### src/rtl/sum_bcd_display.sv
// sum_bcd_display: captures a 5-bit adder result, converts it to two BCD digits by double-dabble, and drives two seven-segment displays.
// Define SUM_BCD_BLANK_LEADING_ZERO_EN to blank the tens display when the tens digit is zero.
module sum_bcd_display #(
  parameter int SUM_W = 5
) (
  input  logic             clk,
  input  logic             resetn,
  input  logic             start,
  input  logic [SUM_W-1:0] sum,
  output logic             busy,
  output logic             done,
  output logic [3:0]       bcd_tens,
  output logic [3:0]       bcd_ones,
  output logic [6:0]       hex1,
  output logic [6:0]       hex0
);
  typedef enum logic [1:0] {IDLE, CONV, DONE} state_t;
  state_t state, state_nx;
  logic [12:0] work, work_adj, work_sh;
  logic [2:0] cnt;
  function automatic logic [6:0] seg7(input logic [3:0] d);
    case (d)
      4'd0: seg7 = 7'b1000000;
      4'd1: seg7 = 7'b1111001;
      4'd2: seg7 = 7'b0100100;
      4'd3: seg7 = 7'b0110000;
      4'd4: seg7 = 7'b0011001;
      4'd5: seg7 = 7'b0010010;
      4'd6: seg7 = 7'b0000010;
      4'd7: seg7 = 7'b1111000;
      4'd8: seg7 = 7'b0000000;
      4'd9: seg7 = 7'b0010000;
      default: seg7 = 7'b1111111;
    endcase
  endfunction
  always_ff @(posedge clk or negedge resetn)
    if (!resetn) state <= IDLE;
    else state <= state_nx;
  always_comb
    state_nx = (state == IDLE) ? (start ? CONV : IDLE) :
               (state == CONV) ? (cnt == 3'd4 ? DONE : CONV) : IDLE;
  always_comb begin
    busy = state == CONV;
    done = state == DONE;
  end
  // add-3 on each BCD nibble >= 5, then shift; binary part sits in the low 5 bits
  always_comb begin
    work_adj = {work[12:9] + (work[12:9] >= 4'd5 ? 4'd3 : 4'd0),
                work[8:5] + (work[8:5] >= 4'd5 ? 4'd3 : 4'd0),
                work[4:0]};
    work_sh = work_adj << 1;
  end
  always_ff @(posedge clk or negedge resetn)
    if (!resetn) begin
      work <= '0;
      cnt <= '0;
      bcd_tens <= '0;
      bcd_ones <= '0;
    end else if (state == IDLE && start) begin
      work <= {{(13-SUM_W){1'b0}}, sum};
      cnt <= '0;
    end else if (state == CONV) begin
      work <= work_sh;
      cnt <= cnt + 3'd1;
      if (cnt == 3'd4) begin
        bcd_tens <= work_sh[12:9];
        bcd_ones <= work_sh[8:5];
      end
    end
  assign hex0 = seg7(bcd_ones);
`ifdef SUM_BCD_BLANK_LEADING_ZERO_EN
  assign hex1 = (bcd_tens == 4'd0) ? 7'b1111111 : seg7(bcd_tens);
`else
  assign hex1 = seg7(bcd_tens);
`endif
endmodule

### config.mk
export PLATFORM = sky130hd
export DESIGN_NAME = sum_bcd_display
export DESIGN_NICKNAME = d
export VERILOG_FILES = /design/src/rtl/sum_bcd_display.sv
export SDC_FILE = /design/constraint.sdc
export NUM_CORES = 1
export LEC_CHECK = 0
export CAP_MARGIN = 20
export CORE_ASPECT_RATIO = 0.6
export CORE_MARGIN = 1.5
export CORE_UTILIZATION = 40
export DETAILED_ROUTE_END_ITERATION = 7
export GPL_TIMING_DRIVEN = 0
export MAX_ROUTING_LAYER = met4
export SYNTH_ARGS = -nofsm -noshare
export SYNTH_HDL_FRONTEND = slang
export SYNTH_SLANG_ARGS = --single-unit
export TNS_END_PERCENT = 30
### constraint.sdc
create_clock -name clk -period 4.1 [get_ports clk]
set_input_delay 0.41 -clock clk [delete_from_list [all_inputs] [get_ports clk]]
set_output_delay 0.41 -clock clk [all_outputs]
set_load 0.1 [all_outputs]
==> metrics.md, run 1 <==
| Metric | Value |
|---|---|
| Met3 usage | 0.0414 |
| Final Setup Violations | 0 |
| Vias | 1383 |
| Initial antenna violation count | 0 |
| Post-Synth Adder-Cell Area | 0.134 |
| Critical path launch point type | flip-flop |
| Final Hold Fails | 0 |
| Initial core utilization | 0.416 |
| Gr ovfl total | 0 |
| N_diodes | 0 |
| Die height | 53.6 µm |
| Synth Cell Area | ~0.0017 mm² |
| Sequential cell area fraction in the yosys report | 0.382 |
| Worst Tran Pin Value | about 1000 ps |
| Status | completed |
| Critical Path AT | approximately 2700 ps |
| Final net count | around 240 |
| Post-CTS setup buffer count | 0 |
| Resized cells post-CTS | 0 |
| Routing usage on met2 | 0.269 |
| Yosys warnings | 0 |
| CTS buffer count | 3 |
| Avg Inst Size Synth | 9.36 µm² |
| Synth Flop Type | dfrtp_1 |
| # rows | 18 |
| Antenna Nets Post-Route | 0 |
| Multiplexer area fraction after synthesis | 0.0330 |
| H-tree Lvls | 1 |
| Share of layout cells above drive strength 1 | 0.115 |
| Min Clock Period, post-route | roughly 3000 ps |
| Flops & latches, synth | 26 |
| Global-route usage over all layers | 0.174 |
| Final worst-path cycle share | 0.749 |
| Global-route wire length before repair | approximately 6000 µm |
| Async SR Flop Fraction | 1.00 |
| Chip width | just under 90 µm |
| Area Growth Syn to Fin | 28.4% |
| Most common cell after layout, fill and taps aside | clkdlybuf4s50_1 |
| Port buffer count | 31 |
| Clk_skew | about 9.6 ps |
| Reg clk slew, reported paths | around 100 ps |
| Vias in the first global route | 1248 |
| Largest net degree at the start of global routing | 18 |
| Fin area | between 0.002 and 0.0025 mm² |
| Min-delay worst type | input pin to async pin |
| Clk Latency, worst-skew pair | around 280 ps |
| Met1 GRT Util | 0.240 |
| Clock net sink count | 26 |
| Post-synthesis cell count | 182 |
| Post-synth EDFFs | 0 |
| Largest family of logic cells by synthesized area | compound AO/OA/AOI/OAI gates |
| Vias per inst | 4.97 |
| Drt total wl | about 3700 µm |
| Setup CP Type | flip-flop to output port |
| Most frequent cells in the layout | clkdlybuf4s50_1, dfrtp_1, o21ai_0 |
| Most crowded layer after global routing | met2 |
| Iteration-0 DRC Markers | 86 |
| Io pins | 32 |
| Max Cap Viol | 0 |
| # DRC | 0 |
| Wire per inst | approximately 13 µm |
| Library cells used by synthesis | 29 |
| CTS Hold Buffers Added | 0 |
| Clock Path Buffers | 2 |
| Maximum clock frequency | approximately 330 MHz |
| Relative slew slack | 0.329 |
| Worst path required time | between 3000 and 4000 ps |
| Cell Area, Placed | between 0.002 and 0.0025 mm² |
| Compound-Gate Fraction of Synth Area | 0.204 |
| Syn Nets | 207 |
| CORE AREA | a little over 0.004 mm² |
| Synth Area in XOR/XNOR | 0.0103 |
| Max Slew Vio Count | 0 |
| Area of the die | between 0.004 and 0.005 mm² |
| DRT Pass-1 Iters | 4 |
| Clk root buf | clkbuf_8 |
| Post-DP HPWL | just under 3000 µm |
| CP endpoint kind | output port |
| Unrepaired setup endpoints after global routing | false |
| GPL Wtd Cong | between 0.8 and 0.9 |
| Crit path max fanout | 8 |
| TritonCTS clock tree | done |
| Simple logic cell fraction of the synthesized area | 0.165 |
[cell usage after synthesis, types with 4 or more instances]
| cell type | instances | area, µm² |
|---|---|---|
| inv_1 | 15 | 56.3 |
| nand2_1 | 17 | 63.8 |
| ha_1 | 15 | 188 |
| dfrtp_1 | 26 | 651 |
| nor2b_1 | 7 | 43.8 |
| a22o_1 | 5 | 43.8 |
| buf_6 | 4 | 45.0 |
| o21ai_2 | 4 | 35.0 |
| a21oi_1 | 11 | 55.1 |
| o21ai_0 | 26 | 130 |
| nor2_1 | 11 | 41.3 |
| nand2b_1 | 12 | 75.1 |
| a22oi_1 | 4 | 30.0 |
[critical path, stage by stage, from the launching register on]
cell             delay, ps
dfrtp_1                510
inv_1                  140
ha_1                   190
or2_2                  260
a21oi_1                200
a31oi_1                 70
clkdlybuf4s50_1        990
[cells by family after synthesis]
| kind of cell | after synthesis |
|---|---|
| and+or+nand+nor | 53 |
| xor gates and xnor gates | 2 |
| AOI/OAI and AO/OA | 56 |
| muxes | 4 |
| buffers and inverters | 24 |
| DFF | 26 |
| adders and majority gates | 17 |
[layout make-up]
class	instances	area [µm²]
fill	387	1910
multi-input combinational	132	931
sequential	26	651
timing repair buffer	32	338
tap	60	75.1
buffer	8	62.6
inverter	16	60.1
clock buffer	3	41.3
clock inverter	1	30.0
[per-stage QoR]
| stage | cells | TNS [ps] | hold WS (ps) | util | setup slack [ps] |
|---|---|---|---|---|---|
| detailed placement | 274 | 0 | 485 | 0.516 | 1360 |
| finish | 278 | 0 | 481 | 0.534 | 1030 |
| floorplan | 182 | -12.4 | 114 | - | -12.4 |
| global placement | 273 | 0 | 461 | 0.510 | 1440 |
| CTS | 278 | 0 | 498 | 0.534 | 1030 |
| global route | 278 | 0 | 503 | 0.534 | 915 |
[state kept, by name, indices dropped and copies added (netlist names)]
signal	count
cnt	3
bcd_ones	4
work	13
bcd_tens	4
state	2
[metal layers]
layer  up-vias  routed length [µm]
met1       657                1780
met3         2                 230
met5         -                   0
met4         0                  10
met2        37                1700
li1        687                   -
[final timing paths]
check | start | endpoint | slack, ps | cells past startpoint
worst min-delay path | resetn | cnt[1] | 480 | 1
worst max-delay path | bcd_tens[1] | hex1[3] | 1030 | 6
max in group asynchronous | resetn | bcd_ones[2] | 3140 | 2
worst min register to register | work[12] | work[12] | 490 | 2
min in group clk | work[12] | work[12] | 490 | 2
worst max register to register | work[7] | work[8] | 2270 | 7
Power of run 1 is left out: the tool's default activity adds up to more than one toggle a clock period on the data nets, which glitch-free logic cannot reach.
==> run 2: changes to the inputs <==
--- a/config.mk
+++ b/config.mk
@@ -12,6 +12,7 @@
 export DETAILED_ROUTE_END_ITERATION = 7
 export GPL_TIMING_DRIVEN = 0
 export MAX_ROUTING_LAYER = met4
+export PLACE_DENSITY = 0.66
 export SYNTH_ARGS = -nofsm -noshare
 export SYNTH_HDL_FRONTEND = slang
 export SYNTH_SLANG_ARGS = --single-unit
==> constraint.sdc (replaced) <==
create_clock -name clk -period 2.5 [get_ports clk]
set_input_delay 0.25 -clock clk [delete_from_list [all_inputs] [get_ports clk]]
set_output_delay 0.25 -clock clk [all_outputs]
set_load 0.1 [all_outputs]
==> metrics.md, run 2 (synthesis results as in run 1) <==
| Metric | Value |
|---|---|
| Crit path buffers/inverters | 2 (unchanged) |
| Vias in the first global route | 1232 (was 1248) |
| Final net count | 244 (unchanged) |
| Vias per inst | 4.77 (was 4.97) |
| Clock net sink count | 26 (unchanged) |
| Fin area | 0.00214 mm² (was 0.00219 mm²) |
| Reg clk slew, reported paths | 80 ps (was 100 ps) |
| Reg-to-Reg Start | work[7] (unchanged) |
| Fillers | 411 (was 387) |
| Crit-path max cell delay | 860 ps (was 990 ps) |
| Port buffer count | 31 (unchanged) |
| Area Growth Syn to Fin | 25.8% (was 28.4%) |
| Largest regs | work x13, bcd_ones x4, bcd_tens x4 (unchanged) |
| CP max-delay cell | dlygate4sd2_1 (was clkdlybuf4s50_1) |
| Chip width | 87.3 µm (unchanged) |
| Global-route wire length before repair | 5890 µm (was 5960 µm) |
| Crit path max fanout | 8 (unchanged) |
| GPL Wtd Cong | 0.812 (was 0.825) |
| Post-DP HPWL | 2540 µm (was 2910 µm) |
| Initial core utilization | 0.416 (unchanged) |
| Clock Path Buffers | 2 (unchanged) |
| Antenna Nets Post-Route | 0 (unchanged) |
| CTS buffer count | 3 (unchanged) |
| TritonCTS clock tree | done (unchanged) |
| Crit path max-delay family | buffers and inverters (unchanged) |
| Most common cell after layout, fill and taps aside | dfrtp_1 (was clkdlybuf4s50_1) |
| Unrepaired setup endpoints after global routing | true (was false) |
| Crit path cell chain | inv_1, ha_1, or2_2, a21oi_1, a31oi_2, dlygate4sd2_1 (was inv_1, ha_1, or2_2, a21oi_1, a31oi_1, clkdlybuf4s50_1) |
| Gr ovfl total | 0 (unchanged) |
| Drt total wl | 3410 µm (was 3720 µm) |
| Share of layout cells above drive strength 1 | 0.198 (was 0.115) |
| Resized cells post-CTS | 18 (was 0) |
| Clk root buf | clkbuf_8 (unchanged) |
| DRT Pass-1 Iters | 4 (unchanged) |
| # rows | 18 (unchanged) |
| Status | completed (unchanged) |
| Area occupied by multi-input gates | 966 µm² (was 931 µm²) |
| Setup CP Type | flip-flop to output port (unchanged) |
| Final worst-path cycle share | 0.983 |
| Max Slew Vio Count | 0 (unchanged) |
| CORE AREA | 0.00410 mm² (unchanged) |
| CP endpoint kind | output port (unchanged) |
| Iteration-0 DRC Markers | 46 (was 86) |
| Min-delay worst type | input pin to async pin (unchanged) |
| Fin Setup TNS | 0 ps (unchanged) |
| Wire per inst | 12.3 µm (was 13.4 µm) |
| Most flop-heavy register | work (unchanged) |
| Reg2Reg Capture Point | work[8] (unchanged) |
| Max Cap Viol | 0 (unchanged) |
| Most frequent cells in the layout | dfrtp_1, o21ai_0, nand2_1 (was clkdlybuf4s50_1, dfrtp_1, o21ai_0) |
| Max reg flops | 13 (unchanged) |
| Initial antenna violation count | 0 (unchanged) |
| # DRC | 0 (unchanged) |
| Global-route usage over all layers | 0.167 (was 0.174) |
| Worst Tran Pin Value | 967 ps (was 1000 ps) |
| Clk Latency, worst-skew pair | 260 ps (was 280 ps) |
| Critical Path AT | 2210 ps (was 2660 ps) |
| Area of the die | 0.00467 mm² (unchanged) |
| Relative slew slack | 0.354 (was 0.329) |
| Largest net degree at the start of global routing | 21 (was 18) |
| Clk_skew | 3.18 ps (was 9.60 ps) |
| Vias | 1322 (was 1383) |
| FF-to-FF setup slack | 690 ps (was 2270 ps) |
| H-tree Lvls | 1 (unchanged) |
| Min Clock Period, post-route | between 2000 and 2500 ps |
| Cell Area, Placed | 0.00215 mm² (was 0.00212 mm²) |
| Post-CTS setup buffer count | 0 (unchanged) |
| Final Setup Violations | 0 (unchanged) |
| Die height | 53.6 µm (unchanged) |
| Critical path launch point type | flip-flop (unchanged) |
| Final Hold Fails | 0 (unchanged) |
| R2R cell count | 7 (unchanged) |
| Seq. cell area | 651 µm² (unchanged) |
| Maximum clock frequency | 407 MHz |
| CTS Hold Buffers Added | 0 (unchanged) |
| Worst path required time | 2250 ps (was 3690 ps) |
| N_diodes | 0 (unchanged) |
| Io pins | 32 (unchanged) |
[run 2: how the worst max path moves through the flow]
stage                start       to  cells after the start
2_1_floorplan  bcd_tens[3]  hex1[6]                      4
3_3_place_gp   bcd_ones[1]  hex0[0]                      6
3_5_place_dp   bcd_ones[1]  hex0[0]                      6
4_1_cts        bcd_ones[1]  hex0[1]                      5
5_1_grt        bcd_tens[1]  hex1[3]                      6
6_report       bcd_tens[1]  hex1[3]                      6
[run 2: worst register-to-register path, cell delays in order (launching register included)]
cell	delay, ps
dfrtp_1	450
o21ai_0	120
nand2b_1	150
ha_1	210
inv_1	70
fa_1	410
xor2_1	200
o21ai_0	90
[run 2: final cells by class]
cell class / instances / area share
Multi-Input combinational cell: 132 / 0.451
Sequential cell: 26 / 0.304
Tap cell: 60 / 0.0350
Timing Repair Buffer: 32 / 0.134
Inverter: 16 / 0.0280
Clock buffer: 3 / 0.0193
Buffer: 8 / 0.0292
[run 2: metrics by stage]
stage                      util  hold WS (ps)  cells  setup slack [ps]
after floorplan               -         -45.6    182              -451
after global placement    0.518           470    273             -93.0
after detailed placement  0.525           479    274             -99.9
after CTS                 0.531           281    277             -32.9
after global routing      0.523           296    277              -125
final                     0.523           276    277              41.7
[run 2: routing by layer]
metal | global-route usage | share of wire | vias up
li1 | - | - | 694
met1 | 0.248 | 0.57 | 595
met2 | 0.240 | 0.39 | 31
met3 | 0.0322 | 0.042 | 2
met4 | 0.0238 | 0.0038 | 0
met5 | - | 0 | -
Power of run 2 is left out for the same reason.
==> run 3: changes to the inputs <==
--- a/config.mk
+++ b/config.mk
@@ -9,6 +9,7 @@
 export CORE_ASPECT_RATIO = 0.6
 export CORE_MARGIN = 1.5
 export CORE_UTILIZATION = 40
+export CTS_CLUSTER_SIZE = 10
 export DETAILED_ROUTE_END_ITERATION = 7
 export GPL_TIMING_DRIVEN = 0
 export MAX_ROUTING_LAYER = met4
==> results of run 3 <==
No change in the layout: final DEF, timing and power equal those of run 2.
Power of run 3 is left out for the same reason.
